<file path="src/rtl/smpl_sched_pkg.sv">
// smpl_sched_pkg
// Shared definitions for the sample-lane scheduler: default widths, the
// scheduler state encoding and the per-group tracking record that rides
// alongside the sample-test pipeline.
package smpl_sched_pkg;

  localparam int SCHED_LANES = 3;
  localparam int SCHED_TAGW  = 4;
  localparam int SCHED_CNTW  = 16;

  typedef logic [0:0] sched_state_t;
  localparam sched_state_t FILL  = 1'b0;
  localparam sched_state_t ISSUE = 1'b1;

  // Tracking record for one issued group (mask=0 marks an empty slot).
  typedef struct packed {
    logic [SCHED_LANES-1:0] mask;
    logic [SCHED_TAGW-1:0]  tag;
    logic                   last;
  } grp_tag_t;

endpackage

</file>
<file path="src/rtl/smpl_tag_shift.sv">
// smpl_tag_shift
// DEPTH-stage shift register of group tracking records. It advances only
// when en is high, so it stays aligned with the halt-frozen test pipeline.
// Ports:
//   clk  clock
//   rst  synchronous active-low clear of every stage
//   en   advance enable
//   d    record entering stage 0
//   q    record leaving the last stage
module smpl_tag_shift
  import smpl_sched_pkg::*;
#(
  parameter int DEPTH = 3
) (
  input  logic     clk,
  input  logic     rst,
  input  logic     en,
  input  grp_tag_t d,
  output grp_tag_t q
);

  grp_tag_t stage_reg [DEPTH];

  generate
    for (genvar gi = 0; gi < DEPTH; gi++) begin : g_stage
      if (gi == 0) begin : g_head
        always_ff @(posedge clk) begin
          if (!rst)    stage_reg[gi] <= '0;
          else if (en) stage_reg[gi] <= d;
        end
      end else begin : g_body
        always_ff @(posedge clk) begin
          if (!rst)    stage_reg[gi] <= '0;
          else if (en) stage_reg[gi] <= stage_reg[gi-1];
        end
      end
    end
  endgenerate

  assign q = stage_reg[DEPTH-1];

endmodule

</file>
<file path="src/rtl/smpl_lane_sched.sv">
// smpl_lane_sched
// Packs the serial per-triangle sample stream into groups of up to LANES
// samples, issues each group to the parallel test lanes (respecting halt),
// shadows every issued group through the fixed-latency test pipeline and
// sums the returned hits per triangle, emitting one done record per triangle.
// Ports:
//   clk, rst                     clock, synchronous active-low reset
//   in_valid/in_ready            sample handshake
//   in_sample, in_tag, in_last   sample x/y, triangle tag, end of triangle
//   halt                         downstream stall, freezes the test pipeline
//   issue_valid, issue_sample    per-lane group output
//   ret_hit                      per-lane hit, PIPE_DEPTH un-halted cycles later
//   done_valid/tag/hits          one-cycle triangle completion record
//   err                          sticky tag-change-within-group error
module smpl_lane_sched
  import smpl_sched_pkg::*;
#(
  parameter int SIGFIG     = 24,
  parameter int LANES      = SCHED_LANES,
  parameter int PIPE_DEPTH = 3,
  parameter int TAGW       = SCHED_TAGW,
  parameter int CNTW       = SCHED_CNTW
) (
  input  logic                                clk,
  input  logic                                rst,
  input  logic                                in_valid,
  output logic                                in_ready,
  input  logic [1:0][SIGFIG-1:0]              in_sample,
  input  logic [TAGW-1:0]                     in_tag,
  input  logic                                in_last,
  input  logic                                halt,
  output logic [LANES-1:0]                    issue_valid,
  output logic [LANES-1:0][1:0][SIGFIG-1:0]   issue_sample,
  input  logic [LANES-1:0]                    ret_hit,
  output logic                                done_valid,
  output logic [TAGW-1:0]                     done_tag,
  output logic [CNTW-1:0]                     done_hits,
  output logic                                err
);

  localparam int FILLW = (LANES > 1) ? $clog2(LANES) : 1;
  localparam int POPW  = $clog2(LANES + 1);
  localparam int SUMW  = CNTW + 1;

  sched_state_t            state_reg;
  logic [FILLW-1:0]        fill_reg;
  logic [LANES-1:0]        mask_reg;
  logic [TAGW-1:0]         tag_reg;
  logic                    last_reg;
  logic                    err_reg;
  logic [1:0][SIGFIG-1:0]  slot_reg [LANES];

  logic                    accept;
  logic                    at_top;
  logic                    issue_go;

  assign in_ready = rst & (state_reg == FILL);
  assign accept   = in_valid & in_ready;
  assign at_top   = (fill_reg == FILLW'(LANES - 1));
  assign issue_go = (state_reg == ISSUE) & ~halt;
  assign err      = err_reg;

  always_ff @(posedge clk) begin
    if (!rst) begin
      state_reg <= FILL;
      fill_reg  <= '0;
      mask_reg  <= '0;
      tag_reg   <= '0;
      last_reg  <= 1'b0;
      err_reg   <= 1'b0;
    end else if (accept) begin
      mask_reg[fill_reg] <= 1'b1;
      fill_reg           <= fill_reg + 1'b1;
      if (fill_reg == '0)
        tag_reg <= in_tag;
      else if (in_tag != tag_reg)
        err_reg <= 1'b1;
      if (at_top || in_last) begin
        state_reg <= ISSUE;
        last_reg  <= in_last;
      end
    end else if (issue_go) begin
      state_reg <= FILL;
      fill_reg  <= '0;
      mask_reg  <= '0;
    end
  end

  // Slots that were not filled are zeroed on the output so stale samples
  // from an earlier group never reach the lanes.
  generate
    for (genvar gi = 0; gi < LANES; gi++) begin : g_lane
      always_ff @(posedge clk) begin
        if (!rst)
          slot_reg[gi] <= '0;
        else if (accept && (fill_reg == FILLW'(gi)))
          slot_reg[gi] <= in_sample;
      end
      assign issue_valid[gi]  = (state_reg == ISSUE) & mask_reg[gi];
      assign issue_sample[gi] = issue_valid[gi] ? slot_reg[gi] : '0;
    end
  endgenerate

  // Shadow pipeline: an empty record is inserted on every advancing cycle
  // without an issue so the output stage stays cycle-aligned with ret_hit.
  grp_tag_t shadow_in;
  grp_tag_t shadow_out;

  always_comb begin
    shadow_in = '0;
    if (issue_go) begin
      shadow_in.mask = mask_reg;
      shadow_in.tag  = tag_reg;
      shadow_in.last = last_reg;
    end
  end

  smpl_tag_shift #(
    .DEPTH (PIPE_DEPTH)
  ) u_tag_shift (
    .clk (clk),
    .rst (rst),
    .en  (~halt),
    .d   (shadow_in),
    .q   (shadow_out)
  );

  logic [POPW-1:0] hits;
  logic [SUMW-1:0] sum_wide;
  logic [CNTW-1:0] sum_sat;
  logic [CNTW-1:0] acc_reg;

  always_comb begin
    hits = '0;
    for (int i = 0; i < LANES; i++)
      hits = hits + POPW'(ret_hit[i] & shadow_out.mask[i]);
  end

  assign sum_wide = {1'b0, acc_reg} + SUMW'(hits);
  assign sum_sat  = sum_wide[CNTW] ? '1 : sum_wide[CNTW-1:0];

  // Nothing at the shadow output is consumed while halted, so a done record
  // cannot repeat across a stall and held ret_hit values are never counted.
  always_ff @(posedge clk) begin
    if (!rst) begin
      acc_reg    <= '0;
      done_valid <= 1'b0;
      done_tag   <= '0;
      done_hits  <= '0;
    end else begin
      done_valid <= 1'b0;
      if (!halt) begin
        if (shadow_out.last) begin
          done_valid <= 1'b1;
          done_tag   <= shadow_out.tag;
          done_hits  <= sum_sat;
          acc_reg    <= '0;
        end else begin
          acc_reg <= sum_sat;
        end
      end
    end
  end

endmodule

</file>
<file path="config.mk">
export PLATFORM = sky130hd
export DESIGN_NAME = smpl_lane_sched
export DESIGN_NICKNAME = d
export VERILOG_FILES = /design/src/rtl/smpl_sched_pkg.sv /design/src/rtl/smpl_tag_shift.sv /design/src/rtl/smpl_lane_sched.sv
export SDC_FILE = /design/constraint.sdc
export NUM_CORES = 1
export LEC_CHECK = 0
export CAP_MARGIN = 5
export CORE_MARGIN = 4
export CORE_UTILIZATION = 50
export CTS_CLUSTER_DIAMETER = 120
export CTS_CLUSTER_SIZE = 30
export DETAILED_ROUTE_END_ITERATION = 10
export MAX_ROUTING_LAYER = met4
export PLACE_DENSITY_LB_ADDON = 0.1
export SLEW_MARGIN = 10
export SYNTH_ARGS = -nofsm -noshare
export SYNTH_HDL_FRONTEND = slang
export SYNTH_HIERARCHICAL = 1
export SYNTH_SLANG_ARGS = --single-unit
</file>
<file path="constraint.sdc">
create_clock -name clk -period 3.4 [get_ports clk]
set_input_delay 0.68 -clock clk [delete_from_list [all_inputs] [get_ports clk]]
set_output_delay 0.68 -clock clk [all_outputs]
set_load 0.02 [all_outputs]
</file>
==> flow_summary.toml, run 1 <==
[yosys]
avg_synthesized_cell_area_um2 = 11.70
ys_ff_latch = 217
synth_flop_cell = "edfxtp_1"
synth_edf_count = 168
synthesis.instances = 840
postSynth.asyncResetShare = 0
syn-cell-area_um2 = 9826
synth_warnings = 6
library_cells_used_by_synthesis = 57
post_synthesis_sequential_area_ratio = 0.6133
synth.net_count = 907

[detailed_routing]
dr.pass1.iters = 5
via_to_cell_ratio = 5.411
avgRoutedWirePerCell_um = 19.26
route.detailed.drc = 0
finalWirelength_um = 25100
drtIter0Drc = 431
route.antenna.remaining_nets = 0
routed-via-count = 7051

[die]
row_count = 51
pin_count = 230
die_outline_width_um = 148.2
floorplan.initialDensity = 0.5065
fp.dieH_um = 148.2
design.core.area_um2 = 19400
die_area_um2 = 21960

[global_routing]
pin_count_of_the_biggest_net_entering_global_routing = 61
vias_in_the_first_global_route = 7144
number_of_antenna_violations_at_the_first_check_in_global_routing = 0
first_pass_grt_wire_length_um = 39430
grt_overflow = 0
grt_resource_usage_total = 0.2332

[run_status]
run_status = "completed"

[worst_setup_path]
worst_path_largest_cell_delay_ns = 0.69
cp.buffers_inverters = 2
required_ns = 2.72
cpMaxStageDelayCell = "dfxtp_4"
setup.worst_path.class = "reg2out"
cp-startpoint = "state_reg"
crit_chain = "buf_12 -> and3_1 -> clkdlybuf4s50_1"
critical_path.top_delay_family = "buffers and inverters"
cp.arrival_ns = 2.34
crit_path_end_kind = "primary output"
reg2reg_slack_ns = 0.75
reg2reg_to = "acc_reg[15]"
worst-r2r-cell-count = 10
worstReg2RegStart = "u_tag_shift/stage_reg[2][5]"
critPathMaxFanout = 60
cp-start-kind = "flop"

[sta]
clock-skew-final_ns = 0.02654
worst_slew_margin_rel = 0.6541
final_hold_viol_count = 0
max_freq_mhz = 331.3
tightestPinTransition_ns = 0.5189
post-route-min-period_ns = 3.018
final.period_utilization = 0.8878
timing.final.setup_violations = 0
min_hold_slack_ns = 0.4596
finalSetupTns_ns = 0
slew_viol_final = 0
rsz_0062_raised_after_global_routing = "no"
layout_setup_ws_ns = 0.3816

[job]
maxCapViolations = 0

[clock_tree]
ctsLongestPathBuffers = 3
cts_made_buffers = 11
cts_tree = "yes"
cts-root-buf = "clkbuf_16"
clk_latency_ns = 0.47
cts.htree.levels = 1
post_cts_resize_count = 0
postCtsHoldBufs = 0
clkSinkCount = 217
clkTransAtPathRegs_ns = 0.11
cts_setup_buffers = 0

[layout]
largest_reg_flops = 144
layout.cells.most_common_list = "clkdlybuf4s50_1, edfxtp_1, and3_1, and2_1, dfxtp_1"
layout-drive-gt1-share = 0.06455
final.fill_count = 1539
post-route-cell-area_um2 = 12700
finalNetCount = 1103
area_growth_pct = 29.29
postLayoutCoreUtil = 0.6549
regArea_um2 = 6030
multi_input_area_um2 = 3448
number_of_diodes = 0
final_common_cell = "clkdlybuf4s50_1"

[hold_path]
min_path_type = "reg2reg"
hold-path-endpoint = "done_tag[1]"
min_from = "done_tag[1]"
holdPathStages = 2

[placed_design]
gp_congestion = 0.8874
place_area_um2 = 12390
io_buffers = 229
dp.final_hpwl_um = 16520
detailedPlace.worstSlack_ns = -0.009339

[pwr]
leakagePower_nw = 5.221
powerDensity_nw_per_um2 = 385.2
vdd.ir_drop.worst_uv = 352.4
-- power breakdown --
part / internal, mW / switching, mW / leakage, nW
Clock: 0.620 / 0.830 / 0.151
Combinational: 0.167 / 0.238 / 2.91
Sequential: 2.99 / 0.0464 / 2.16
-- per-stage QoR --
stage | std cells | total power, mW
after floorplan | 840 | 3.291
after detailed placement | 1288 | 3.508
after global routing | 1303 | 5.070
final | 1303 | 4.894
after global placement | 1288 | 3.500
after CTS | 1303 | 4.931
-- cells by family after synthesis --
family                     Yosys count  share of synthesized area
DFF                                217                     0.6133
buffers and inverters               86                    0.03667
adders and majority gates            7                    0.01044
muxes                                1                   0.001019
and+or+nand+nor                    422                     0.2681
xor gates and xnor gates            13                    0.01159
AOI/OAI and AO/OA                   94                    0.05896
-- worst max-delay path by stage --
stage | to | cells after the start
final | issue_sample[120] | 3
after CTS | issue_sample[98] | 3
after global routing | issue_sample[103] | 3
after floorplan | slot_reg[1][0] | 4
after detailed placement | acc_reg[15] | 11
after global placement | acc_reg[15] | 11
-- tightest hold or removal path: cells and delay by family, from the launching register on --
kind	cells	cell delay [ns]
and+or+nand+nor	1	0.05
AOI/OAI and AO/OA	1	0.05
DFF	1	0.32
-- synth_stat cells (2+ instances only) --
cell | instances | area [um^2]
and2_1 | 157 | 982.2
edfxtp_1 | 168 | 5045
and3_2 | 6 | 45.04
nor2b_1 | 3 | 18.77
nand2_1 | 32 | 120.1
xnor2_1 | 9 | 78.83
clkbuf_1 | 60 | 225.2
nor3_1 | 7 | 35.03
and4_1 | 4 | 35.03
inv_1 | 14 | 52.55
o41ai_1 | 2 | 17.52
nor2_2 | 2 | 12.51
nand4_1 | 6 | 37.54
o2bb2ai_1 | 6 | 52.55
nand2b_1 | 3 | 18.77
dfxtp_1 | 49 | 980.9
buf_1 | 2 | 7.510
o22ai_1 | 2 | 12.51
nor2_1 | 15 | 56.30
a31oi_1 | 6 | 37.54
and3_1 | 168 | 1051
buf_6 | 4 | 45.04
nand3_1 | 6 | 30.03
o21a_1 | 5 | 37.54
buf_2 | 5 | 25.02
o21ai_0 | 26 | 130.1
a21oi_1 | 30 | 150.1
o21ai_1 | 2 | 10.01
xor2_1 | 4 | 35.03
a41oi_1 | 2 | 17.52
fa_1 | 2 | 40.04
a22oi_1 | 2 | 15.01
ha_1 | 5 | 62.56
nor4_4 | 3 | 63.81
-- metal layers --
metal	up-vias	GRT usage	wire length (um)
met5	-	-	0
met4	0	0.06051	731
met3	47	0.06246	2018
met2	248	0.3818	12190
met1	3377	0.2905	10160
li1	3379	-	-
-- cell type report --
type,instances,share of cell area
multi-input combinational,537,0.2714
clock buffer,14,0.02255
tap,265,0.02610
sequential,217,0.4746
clock inverter,1,0.002364
timing repair buffer,255,0.1988
inverter,14,0.004137
No activity file was read; power rests on OpenSTA's default activity.
==> run 2, diff against run 1 <==
- ABC_CLOCK_PERIOD_IN_PS: default -> 3400
==> results of run 2 <==
No change in the layout: final DEF, timing and power equal those of run 1.
==> run 3, diff against run 2 <==
- REMOVE_ABC_BUFFERS: default -> 1
==> flow_summary.toml, run 3 (synthesis results as in run 1) <==
[die]
fp.dieH_um = 148.2
floorplan.initialDensity = 0.5065
die_outline_width_um = 148.2
pin_count = 230
design.core.area_um2 = 19400
row_count = 51
die_area_um2 = 21960

[sta]
slew_viol_final = 0
layout_setup_ws_ns = 0.2596
min_hold_slack_ns = 0.4597
final.period_utilization = 0.9237
finalSetupTns_ns = 0
rsz_0062_raised_after_global_routing = "no"
final_hold_viol_count = 0
post-route-min-period_ns = 3.140
tightestPinTransition_ns = 0.6721
worst_slew_margin_rel = 0.5519
clock-skew-final_ns = 0.04243
timing.final.setup_violations = 0
max_freq_mhz = 318.4

[clock_tree]
post_cts_resize_count = 0
cts_made_buffers = 11
clk_latency_ns = 0.48
clkTransAtPathRegs_ns = 0.11
cts.htree.levels = 1
postCtsHoldBufs = 0
cts-root-buf = "clkbuf_16"
clkSinkCount = 217
cts_setup_buffers = 0
cts_tree = "yes"
ctsLongestPathBuffers = 3

[run_status]
run_status = "completed"

[detailed_routing]
routed-via-count = 7090
avgRoutedWirePerCell_um = 19.52
dr.pass1.iters = 4
drtIter0Drc = 335
finalWirelength_um = 25500
via_to_cell_ratio = 5.429
route.antenna.remaining_nets = 0
route.detailed.drc = 0

[layout]
final_cell_count_no_fill = 1306
postLayoutCoreUtil = 0.6558
layout-drive-gt1-share = 0.06635
layout.cells.most_common_list = "clkdlybuf4s50_1, edfxtp_1, and3_1, and2_1, dfxtp_1"
post-route-cell-area_um2 = 12720
finalNetCount = 1105
largest_reg_flops = 144
area_growth_pct = 29.47
final_common_cell = "clkdlybuf4s50_1"
final.fill_count = 1527

[worst_setup_path]
cp.arrival_ns = 2.46
critPathMaxFanout = 77
required_ns = 2.72
setup.worst_path.class = "reg2out"
crit_path_end_kind = "primary output"
cp-start-kind = "flop"

[job]
maxCapViolations = 0

[placed_design]
dp.final_hpwl_um = 16440
gp_congestion = 0.8736
io_buffers = 229
place_area_um2 = 12400
placed_cells = 1290
detailedPlace.worstSlack_ns = 0.04199

[pwr]
leakagePower_nw = 5.232
vdd.ir_drop.worst_uv = 294.7
fin_total_pwr_mw = 4.887
powerDensity_nw_per_um2 = 384.2

[global_routing]
gr-usage-met1 = 0.2977
vias_in_the_first_global_route = 7008
gr-usage-met2 = 0.3784
grt_overflow = 0
first_pass_grt_wire_length_um = 39210
grt_resource_usage_total = 0.2337
pin_count_of_the_biggest_net_entering_global_routing = 78
grt.busiest_layer = "met2"
number_of_antenna_violations_at_the_first_check_in_global_routing = 1
grtUsageMet3 = 0.06368

[hold_path]
min_path_type = "reg2reg"
-- run 3: changes by cell type in the layout (fill, tap and decap cells not counted) --
cell / change
buf_4: +2
diode_2: +1
-- run 3: cell type report --
cell class	instances	area, um^2	share of cell area
flip-flops and latches	217	6030	0.4740
well taps	265	331.6	0.02606
inverters	14	52.55	0.004131
clock inverters	1	30.03	0.002361
multi-input cells	537	3448	0.2711
clock buffers	14	286.5	0.02252
repair buffers	257	2540	0.1997
diodes	1	2.502	0.0001967
-- run 3: metal layers --
layer  wire length, um  up-vias
li1                  -     3385
met1             10610     3452
met2             12360      213
met3              1916       40
met4               611        0
met5                 0        -
-- run 3: path summary, 6_finish.rpt --
check        slack [ns]                        start  cells past startpoint               end
max                0.26                    state_reg                      3  issue_sample[66]
max reg2reg        0.81  u_tag_shift/stage_reg[2][5]                      9       acc_reg[10]
min                0.46                  done_tag[2]                      2       done_tag[2]
min reg2reg        0.46                  done_tag[2]                      2       done_tag[2]
-- run 3: worst max-delay path: stages, from the launching register on --
cell and delay, ns:
dfxtp_4 0.80, buf_4 0.35, and3_1 0.22, clkdlybuf4s50_1 0.61
-- run 3: where the power goes --
group          internal, mW  switching [mW]
registers              2.99          0.0483
logic                 0.167           0.237
clock network         0.620           0.823
total                  3.78            1.11
